[config.mk]
export PLATFORM = sky130hd
export DESIGN_NAME = lsu_ld_ctrl
export DESIGN_NICKNAME = d
export VERILOG_FILES = /design/src/rtl/lsu_ld_ctrl.sv
export SDC_FILE = /design/constraint.sdc
export NUM_CORES = 1
export LEC_CHECK = 0
export ABC_CLOCK_PERIOD_IN_PS = 1700
export CAP_MARGIN = 15
export CORE_MARGIN = 4
export CORE_UTILIZATION = 38
export CTS_CLUSTER_SIZE = 14
export DETAILED_ROUTE_END_ITERATION = 7
export HOLD_SLACK_MARGIN = 0.12
export PLACE_DENSITY = 0.76
export SYNTH_ARGS = -nofsm -noshare
export SYNTH_HDL_FRONTEND = slang
export SYNTH_SLANG_ARGS = --single-unit
[constraint.sdc]
create_clock -name clk -period 1.7 [get_ports clk]
set_clock_uncertainty 0.1 [all_clocks]
set_input_delay 0.425 -clock clk [delete_from_list [all_inputs] [get_ports clk]]
set_output_delay 0.425 -clock clk [all_outputs]
set_load 0.005 [all_outputs]
[src/rtl/lsu_ld_ctrl.sv]
// LSU load controller: issues one strided multi-row AXI read request per command and
// streams the returned beats into the local load buffer at consecutive word addresses.
module lsu_ld_ctrl #(
  parameter int unsigned ARID_WIDTH   = 4,
  parameter int unsigned ARADDR_WIDTH = 10,
  parameter int unsigned RDATA_WIDTH  = 64,
  parameter int unsigned BUF_AW       = 6
) (
  input  logic                    clk,
  input  logic                    rst_n,
  input  logic                    cmd_vld,
  output logic                    cmd_rdy,
  input  logic [ARADDR_WIDTH-1:0] cmd_addr,
  input  logic [7:0]              cmd_len,
  input  logic [2:0]              cmd_str,
  input  logic [3:0]              cmd_num,
  input  logic [BUF_AW-1:0]       cmd_dst,
  output logic [ARID_WIDTH-1:0]   lsu_axi_arid,
  output logic [ARADDR_WIDTH-1:0] lsu_axi_araddr,
  output logic [7:0]              lsu_axi_arlen,
  output logic [2:0]              lsu_axi_arsize,
  output logic [1:0]              lsu_axi_arburst,
  output logic [2:0]              lsu_axi_arstr,
  output logic [3:0]              lsu_axi_arnum,
  output logic                    lsu_axi_arvld,
  input  logic                    axi_lsu_arrdy,
  input  logic [ARID_WIDTH-1:0]   axi_lsu_rid,
  input  logic [RDATA_WIDTH-1:0]  axi_lsu_rdata,
  input  logic [1:0]              axi_lsu_rresp,
  input  logic                    axi_lsu_rlast,
  input  logic                    axi_lsu_rvld,
  output logic                    lsu_axi_rrdy,
  output logic                    buf_wen,
  output logic [BUF_AW-1:0]       buf_waddr,
  output logic [RDATA_WIDTH-1:0]  buf_wdata,
  output logic                    ld_busy,
  output logic                    ld_done,
  output logic                    ld_err
);

  localparam logic [2:0] ArSize = 3'($clog2(RDATA_WIDTH / 8));

  typedef enum logic [1:0] {StIdle, StReq, StRecv, StDone} state_e;

  state_e                  state_q;
  logic [ARADDR_WIDTH-1:0] addr_q;
  logic [7:0]              len_q;
  logic [2:0]              str_q;
  logic [3:0]              num_q;
  logic [BUF_AW-1:0]       dst_q;
  logic [ARID_WIDTH-1:0]   arid_q;
  logic [BUF_AW-1:0]       beat_cnt_q;
  logic [3:0]              row_cnt_q;
  logic                    err_q;
  logic                    buf_wen_q;
  logic [BUF_AW-1:0]       buf_waddr_q;
  logic [RDATA_WIDTH-1:0]  buf_wdata_q;
  logic                    unused_rid;

  // Beat ID is not needed: only one request is ever outstanding.
  assign unused_rid = ^axi_lsu_rid;

  assign cmd_rdy         = (state_q == StIdle);
  assign ld_busy         = (state_q != StIdle);
  assign ld_done         = (state_q == StDone);
  assign ld_err          = err_q;
  assign lsu_axi_arvld   = (state_q == StReq);
  assign lsu_axi_rrdy    = (state_q == StRecv);
  assign lsu_axi_arid    = arid_q;
  assign lsu_axi_araddr  = addr_q;
  assign lsu_axi_arlen   = len_q;
  assign lsu_axi_arsize  = ArSize;
  assign lsu_axi_arburst = 2'b01;
  assign lsu_axi_arstr   = str_q;
  assign lsu_axi_arnum   = num_q;
  assign buf_wen         = buf_wen_q;
  assign buf_waddr       = buf_waddr_q;
  assign buf_wdata       = buf_wdata_q;

  always_ff @(posedge clk or negedge rst_n) begin
    if (!rst_n) begin
      state_q     <= StIdle;
      addr_q      <= '0;
      len_q       <= '0;
      str_q       <= '0;
      num_q       <= '0;
      dst_q       <= '0;
      arid_q      <= '0;
      beat_cnt_q  <= '0;
      row_cnt_q   <= '0;
      err_q       <= 1'b0;
      buf_wen_q   <= 1'b0;
      buf_waddr_q <= '0;
      buf_wdata_q <= '0;
    end else begin
      buf_wen_q <= 1'b0;
      unique case (state_q)
        StIdle: begin
          if (cmd_vld) begin
            addr_q     <= cmd_addr;
            len_q      <= cmd_len;
            str_q      <= cmd_str;
            num_q      <= cmd_num;
            dst_q      <= cmd_dst;
            err_q      <= 1'b0;
            beat_cnt_q <= '0;
            row_cnt_q  <= '0;
            state_q    <= (cmd_num == 4'd0) ? StDone : StReq;
          end
        end
        StReq: begin
          if (axi_lsu_arrdy) begin
            arid_q  <= arid_q + ARID_WIDTH'(1);
            state_q <= StRecv;
          end
        end
        StRecv: begin
          if (axi_lsu_rvld) begin
            buf_wen_q   <= 1'b1;
            buf_waddr_q <= dst_q + beat_cnt_q;
            buf_wdata_q <= axi_lsu_rdata;
            beat_cnt_q  <= beat_cnt_q + BUF_AW'(1);
            if (axi_lsu_rresp != 2'b00) err_q <= 1'b1;
            // Only rlast advances rows; beat count is never compared against len.
            if (axi_lsu_rlast) begin
              row_cnt_q <= row_cnt_q + 4'd1;
              if ((row_cnt_q + 4'd1) == num_q) state_q <= StDone;
            end
          end
        end
        StDone: state_q <= StIdle;
        default: state_q <= StIdle;
      endcase
    end
  end

endmodule

Word-level counts from Yosys, hierarchy flattened
Index checks and enable logic that the tools add are counted.
{"block": "totals", "inputBits": 107, "register_bits": 119, "word_cells": 59}
{"block": "classes", "reduce_logical": 12, "n_addsub": 4, "muxes": 20, "eq_ne": 10}
{"operator": "$mux 2", "n": 6}
{"operator": "$mux 4", "n": 3}
{"operator": "$mux 6", "n": 2}
{"operator": "$pmux 6 s2", "n": 1}
{"operator": "$add 4x1->4 const B", "n": 2}
{"operator": "$pmux 2 s4", "n": 1}
{"operator": "$pmux 4 s2", "n": 1}
{"operator": "$reduce_and 4->1", "n": 2}
{"operator": "$add 6x1->6 const B", "n": 1}
{"operator": "$add 6x6->6", "n": 1}
{"operator": "$ne 2x1->1 const B", "n": 3}
{"operator": "$ne 2x2->1 const B", "n": 3}
{"operator": "$reduce_and 2->1", "n": 3}
{"operator": "$reduce_bool 2->1", "n": 3}
{"operator": "$mux 1", "n": 5}
{"operator": "$reduce_and 5->1", "n": 1}
{"operator": "$eq 2x2->1 const B", "n": 2}
{"operator": "$eq 4x4->1", "n": 1}
{"operator": "$logic_not 4->1", "n": 1}
{"operator": "$reduce_and 3->1", "n": 1}
{"operator": "$eq 2x1->1 const B", "n": 1}
{"operator": "$logic_not 2->1", "n": 1}
{"operator": "$pmux 1 s2", "n": 1}

Logic depth before layout (Yosys ltp)
{"block": "depth", "ltp_word": 6, "mapped_depth": 9, "depth_no_buf": 8}

Worst setup path after synthesis
OpenSTA, ideal clock, no wires.
{"block": "synth_path", "path_type": "flip-flop to flip-flop", "from": "register beat_cnt_q[0]", "to": "register buf_waddr_q[4], in the netlist buf_waddr[4]", "setup_ps": 136, "required_time_ps": 1464, "period_less_slack_ps": 1742, "arrival_time_ps": 1506, "setup_slack_ps": -42, "stages_incl_launch_ff": 8, "path_buffers": 0, "cell_sequence": "dfrtp_1 ha_1 fa_1 a21oi_1 nor2_1 nor2_1 xor2_1 o21ai_0"}
{"block": "synth_between", "elab_chain_cells": 1}
{"item": "start: declaration", "line": "52", "rtl": "logic [BUF_AW-1:0] beat_cnt_q;"}
{"item": "start signal: assignment", "line": "122", "rtl": "beat_cnt_q <= beat_cnt_q + BUF_AW'(1);"}
{"item": "$add 6x6->6", "line": "120", "rtl": "buf_waddr_q <= dst_q + beat_cnt_q;"}
{"item": "end signal: assignment", "line": "120"}
{"item": "end: declaration", "line": "56", "rtl": "logic [BUF_AW-1:0] buf_waddr_q;"}
Every way passes these cells.
A chain may end at the register's enable or synchronous reset.

Worst setup path after layout
{"block": "layout_path", "from": "register state_q[0]", "to": "register addr_q[7], in the netlist lsu_axi_araddr[7]"}
{"block": "layout_between", "elab_chain_cells": 2}
{"item": "start: declaration", "line": "45", "rtl": "state_e state_q;"}
{"item": "start signal: assignment", "line": "82", "rtl": "state_q <= StIdle;"}
{"item": "start signal: assignment", "line": "108", "rtl": "state_q <= (cmd_num == 4'd0) ? StDone : StReq;"}
{"item": "start signal: assignment", "line": "114", "rtl": "state_q <= StRecv;"}
{"item": "$logic_not 2->1", "line": "97", "rtl": "unique case (state_q)"}
{"item": "$reduce_and 2->1 (no source line)"}
{"item": "end signal: assignment", "line": "100", "rtl": "addr_q <= cmd_addr;"}
{"item": "end: declaration", "line": "46", "rtl": "logic [ARADDR_WIDTH-1:0] addr_q;"}
Every way passes these cells.

==> out/qor.txt <==
run status: finished with violations
failing checks: setup timing
Startpoint Class: flip-flop
final hold violation count: 0
final setup TNS: -6170 ps
Tmin final: 1890 ps
Pleak: 4.29 nW
Ys Warns: 0
area post-placement: 7560 um2
CTS Buf Count: 17
post-synthesis sequential area ratio: 59.3%
final core occ: 66.3%
Syn Inst Count: 492
dominant synthesized flop cell: dfrtp_1
post-route clock period utilization: 111%
core area: 12800 um2
Avg WL per Cell: 15.3 um
number of cell rows: 41
die area: 15100 um2
number of flops mapped to enable cells by yosys: 0
largest net degree at the start of global routing: 47
worst vdd rail ir drop: 1.01 mV
top cell family by delay on the critical path: buffers and inverters
unrepaired setup endpoints after global routing: yes
area grow syn2layout: 68.7%
crit-path cells: inv_2 -> buf_6 -> ha_4 -> buf_6 -> buf_4 -> nand2_2 -> clkbuf_16 -> mux2_2
fmax: 529 MHz
DR iter-0 viols: 185
Critical Path Fanout Max: 12
power density over the cells: 1740 nW/um2
Residual DRC: 0
R2R depth: 8
Tot Pwr: 14.8 mW
IO buf count: 208
register area: 2980 um2
mapped cell area: 5020 um2
Post-synth ARST share: 100%
CTS tree: yes
max-slew violations: 0
Crit path depth: 8
# H-tree levels: 4
post-layout net count: 883
Worst Path Class, Setup: flip-flop to flip-flop
first-pass GRT wire length: 22100 um
Skew-Pair Late Insertion Delay: 400 ps
Die Height: 123 um
GP Congestion: 0.795
routed via count: 4423
CTS Sinks: 119
via/cell ratio: 4.67
remaining antenna violation count: 0
Worst EP arrival: 2080 ps
Root Buffer: clkbuf_16
crit end category: flip-flop
gr usage total: 18.9%
Mean Syn Cell Area: 10.2 um2
most used cell, CP: buf_6
layout cell share with drive strength beyond 1: 21.0%
CP peak stage delay: 390 ps
initial antenna violation count: 0
WP buf/inv: 5
ant diodes: 0
max-cap violations: 0
setup slack, reg-to-reg: -190 ps
fill cell count: 987
hpwl dp: 10300 um
final setup margin: -191 ps
router iterations before antenna repair: 6
post-route cell area: 8470 um2
CTS clk-pin slew, worst paths: 50 ps
Max Root-Sink Buffers: 2
# setup viols final: 47
WL final: 14500 um
Multi-input gate area: 2040 um2
initial core utilization: 39.3%
Overflow after GRT: 0
min-delay worst type: primary input to async pin
number of distinct library cells after synthesis: 39
WP data required: 1890 ps
vias in the first global route: 4591
CP max stage cell: dfrtp_1
Die X-Extent: 123 um
FF+latch count, synth: 119
I/O Pins: 218
==> placed cells by master (no fill, tap or decap), types with 2 or more instances in the layout <==
cell type        synthesis  final
buf_12                   0      6
o21ai_2                  0      2
dfrtp_1                119    118
clkbuf_8                 0      3
xor2_1                   9      9
nor2_2                   1      2
buf_6                    0     13
xnor2_1                  8      7
inv_2                    1      2
clkinvlp_4               0      2
ha_4                     0      4
o21ai_0                  9      3
a21oi_2                  0      2
nand2_4                  0      2
buf_2                   12      3
nor2b_4                  1      2
nor2_1                  13     10
buf_4                    6     46
mux2i_1                  3      3
nand2b_1                 2      2
conb_1                   2      5
clkbuf_16                0     19
o21ai_1                  1      5
dlygate4sd2_1            0    101
nand3_1                  8      8
ha_1                    12      7
mux2_2                  32     32
a21oi_1                  7      4
clkinv_2                 0      3
nor2_4                   0      2
nand4_1                  2      2
inv_1                    8      6
clkdlybuf4s50_1          0    101
nand2_1                212    209
bufinv_16                0      3
clkinv_4                 0      2
==> kinds of logic (layout without fill, tap and decap cells) <==
family                     Yosys count  count (layout)  share of synthesized area (%)
other                                2               5                          0.150
and+or+nand+nor                    247             247                           20.0
buffers and inverters               33             314                           3.21
muxes                               35              35                           7.77
adders and majority gates           13              13                           3.39
DFF                                119             119                           59.3
xor gates and xnor gates            17              17                           2.96
AOI/OAI and AO/OA                   26              26                           3.26
==> final timing paths <==
path / start / end
worst max-delay path: state_q[0]$_DFFE_PN0P_ / lsu_axi_araddr[7]$_DFFE_PN0P_
worst min-delay path: rst_n / buf_wdata[0]$_DFFE_PN0P_
worst max register to register: state_q[0]$_DFFE_PN0P_ / lsu_axi_araddr[7]$_DFFE_PN0P_
worst min register to register: buf_wdata[22]$_DFFE_PN0P_ / buf_wdata[22]$_DFFE_PN0P_
max in group asynchronous: rst_n / buf_wdata[15]$_DFFE_PN0P_
min in group clk: buf_wdata[22]$_DFFE_PN0P_ / buf_wdata[22]$_DFFE_PN0P_
==> through the flow <==
stage,instances,worst slack [ps],hold slack (ps)
floorplan,495,5.24,29.4
global placement,887,-305,249
detailed placement,887,-334,255
CTS,942,-122,369
global route,948,-212,379
finish,948,-191,368
==> per-layer routing <==
metal | GRT usage [%] | vias up | part of all wire, %
li1 | - | 2114 | -
met1 | 20.9 | 2094 | 37
met2 | 32.1 | 190 | 51
met3 | 7.96 | 25 | 9.7
met4 | 7.98 | 0 | 1.8
met5 | 0 | - | 0
==> final cells by class <==
| class | instances | share of cell area, % |
|---|---|---|
| clock buffer | 21 | 5.55 |
| clock inverter | 11 | 1.73 |
| inverter | 9 | 0.428 |
| multi-input combinational | 343 | 24.1 |
| sequential | 119 | 35.2 |
| tap | 172 | 2.54 |
| timing repair buffer | 273 | 30.5 |
==> repair_timing <==
item                                    CTS  global route
pin swaps                                18             9
cloned                                    0             2
setup buffers                            22             4
hold buffers                              1             0
gates resized for setup                 155            16
hold endpoints to repair                 19             0
endpoints found under the setup margin  177            95
==> cells in the mapped netlist, types with 2 or more instances <==
cell | count | share of area, %
clkbuf_1 | 6 | 0.45
dfrtp_1 | 119 | 59
xnor2_1 | 8 | 1.4
buf_2 | 12 | 1.2
nand3_1 | 8 | 0.80
mux2_2 | 32 | 7.2
nand2b_1 | 2 | 0.25
a21oi_1 | 7 | 0.70
buf_4 | 6 | 0.90
inv_1 | 8 | 0.60
nand4_1 | 2 | 0.25
mux2i_1 | 3 | 0.60
nand2_1 | 212 | 16
o21ai_0 | 9 | 0.90
a2bb2oi_1 | 2 | 0.35
nor2_1 | 13 | 0.97
conb_1 | 2 | 0.15
xor2_1 | 9 | 1.6
ha_1 | 12 | 3.0
==> sequential cells by signal (all words and copies together), names as in the netlist <==
signal,count
beat_cnt_q,6
buf_waddr,6
buf_wdata,64
buf_wen,1
dst_q,6
ld_err,1
lsu_axi_araddr,10
lsu_axi_arid,4
lsu_axi_arlen,8
lsu_axi_arnum,4
lsu_axi_arstr,3
row_cnt_q,4
state_q,2
==> where the power goes <==
group | switching [mW] | internal, mW | total [mW]
Sequential | 0.673 | 4.11 | 4.78
Clock | 1.25 | 2.42 | 3.68
Combinational | 2.77 | 3.54 | 6.31
Total | 4.70 | 10.1 | 14.8
(Power assumes the default switching activity.)
==> patch (same settings) <==
Register the output `ld_err` once more, cleared by the reset; this adds one clock of latency there. The other outputs are not delayed to match.
--- a/src/rtl/lsu_ld_ctrl.sv
+++ b/src/rtl/lsu_ld_ctrl.sv
@@ -64,5 +64,11 @@
   assign ld_busy         = (state_q != StIdle);
   assign ld_done         = (state_q == StDone);
-  assign ld_err          = err_q;
+  always_ff @(posedge clk or negedge rst_n) begin
+    if (!rst_n) begin
+      ld_err <= '0;
+    end else begin
+      ld_err <= err_q;
+    end
+  end
   assign lsu_axi_arvld   = (state_q == StReq);
   assign lsu_axi_rrdy    = (state_q == StRecv);
Formal check against the unedited RTL: not equivalent (Yosys sat finds a counterexample within 4 cycles, from zero or initial values and one cycle with rst_n low).
==> patch against the unedited design <==
The flow still finishes with violations (negative setup slack). Count of clock-buffer cells in the layout fell by 4. Area after synthesis increased by 0.50%. Power up 2.3%. Routed wire length up 2.3%. Worst setup slack worse by 0.018 ns. Cell area up 2.8%. Sequential cell count grew 1. Critical endpoint is now lsu_axi_arstr[2].
==> patch: results (changes against the unedited design) <==
The number of endpoints failing setup at the final stage came to 47 (unchanged). The delay of the slowest cell on the worst path is ~0.38 ns. The static leakage is 4.465 nW (was 4.295 nW).

The critical path's slowest cell is sky130_fd_sc_hd__dfrtp_1 (unchanged). The clock reaches the later pin of the worst-skew pair after 0.41 ns. The count of input and output buffers came out at 208 (unchanged).

The detailed placement HPWL is 10.02 mm (was 10.28 mm). The pin count of the biggest net entering global routing came out at 62 (was 47). Most frequent cells after synthesis: sky130_fd_sc_hd__nand2_1, sky130_fd_sc_hd__dfrtp_1, sky130_fd_sc_hd__mux2_2 (unchanged). Data on the critical path arrives at its endpoint at ~2.1 ns. The kind of path behind the tightest hold check was register to register (was primary input to async pin). The wire length of the first global-routing pass came out at 21.68 mm (was 22.09 mm). The non-filler instance count after layout came out at 948 (unchanged). The maximum net fanout on the critical path came out at 6 (was 12). The iteration-0 DRC count of the detailed router is 159 (was 185). The overall routed net length is 14.85 mm (was 14.51 mm). The worst reg-to-reg path cell count came out at 9 (was 8).

The worst supply voltage drop on vdd is 869.3 uV (was 1013 uV). The first-pass iteration count of the detailed router is 4 (was 6). Violated checks: negative setup slack (unchanged). The average instance area after synthesis came out at 10.24 um^2 (was 10.21 um^2). The total number of yosys warnings came out at 0 (unchanged). The number of flip-flops in the largest register came out at 64 (unchanged). The post-synthesis sequential area ratio is 59.49% (was 59.29%). The area share of the largest cell type after synthesis is 59.49% (was 59.29%). The maximum number of buffers from clock root to sink came out at 2 (unchanged).

The clock transition time at the flip-flop clock pins of the worst setup and hold paths came out at ~0.060 ns. The overall via count from detail_route is 4438 (was 4423). The final weighted congestion of routability-driven global placement is 0.8181 (was 0.7950).

The via count of the first global-routing pass is 4543 (was 4591). Top post-synthesis cells by area: sky130_fd_sc_hd__dfrtp_1, sky130_fd_sc_hd__nand2_1, sky130_fd_sc_hd__mux2_2 (unchanged). Run status: complete, but fails checks (unchanged).

The total track usage is 18.37% (was 18.95%). The instance area at placement is 0.007561 mm^2 (was 0.007556 mm^2). The worst path setup slack after routing came out at -0.2088 ns (was -0.1909 ns). The fraction of final layout cells with drive strength greater than 1 was 21.52% (was 21.01%).
patch: changes by cell type in the layout (fill, tap and decap cells not counted), sizes merged:
cell / delta
clkbuf: -3
buf: -2
clkinv: +2
clkinvlp: +2
bufinv: -1
dfrtp: +1
inv: +1
patch: per-layer routing:
metal  vias up  global-route usage (%)  share of wire, %
met5         -                       0                 0
met4         0                   7.612               1.9
met3        27                   7.457               8.3
met2       175                   31.94                52
met1      2112                   19.80                38
li1       2124                       -                 -
patch: kinds of logic (layout without fill, tap and decap cells):
logic type               after synthesis  count (layout)  share of synthesized area (%)
other                                  2               5                         0.1488
multiplexers                          35              35                          7.734
adder cells (fa/ha/maj)               13              13                          3.371
flip-flops                           120             120                          59.49
AND/OR/NAND/NOR                      247             247                          19.86
buffers and inverters                 33             313                          3.198
AO/OA/AOI/OAI                         26              26                          3.247
XOR/XNOR                              17              17                          2.950
patch: what timing repair did:
item	CTS	global route
resized for setup	163	63
setup buffers	18	7
hold buffers	1	0
pin swaps	8	17
endpoints found under the hold margin	120	0
endpoints found under the setup margin	159	118
cloned	2	3
patch: layout make-up:
type | instances | area, um^2
Multi-Input combinational cell | 343 | 2188
Tap cell | 172 | 215.2
Inverter | 9 | 38.79
Clock inverter | 15 | 153.9
Clock buffer | 17 | 425.4
Fill cell | 965 | 4116
Timing Repair Buffer | 272 | 2684
Sequential cell | 120 | 3003
patch: final timing paths:
path	from	to	slack, ns
worst max-delay path	state_q[0]	lsu_axi_arstr[2]	-0.21
worst min-delay path	err_q	ld_err	0.29
worst min register to register	err_q	ld_err	0.29
min in group asynchronous	rst_n	buf_wdata[0]	0.51
worst max register to register	state_q[0]	lsu_axi_arstr[2]	-0.21
max in group asynchronous	rst_n	state_q[0]	0.70
patch: through the flow:
stage          worst slack (ns)  TNS, ns  hold WS (ns)  utilization, %  total power [mW]
3_5_place_dp            -0.3015   -20.31        0.2734           58.96             11.06
3_3_place_gp            -0.2983   -17.01        0.2650           58.96             10.81
2_1_floorplan          0.005241        0       0.02941               -             7.307
6_report                -0.2088   -6.891        0.2884           67.90             15.10
4_1_cts                 -0.1351   -3.035        0.2854           65.25             14.54
5_1_grt                 -0.2708   -9.493        0.3045           67.90             16.14
patch: where the power goes:
part / leakage (nW) / internal [mW] / switching (mW)
combinational: 2.70 / 3.92 / 2.88
sequential: 1.49 / 4.14 / 0.697
clock: 0.275 / 2.16 / 1.30
total: 4.47 / 10.2 / 4.88
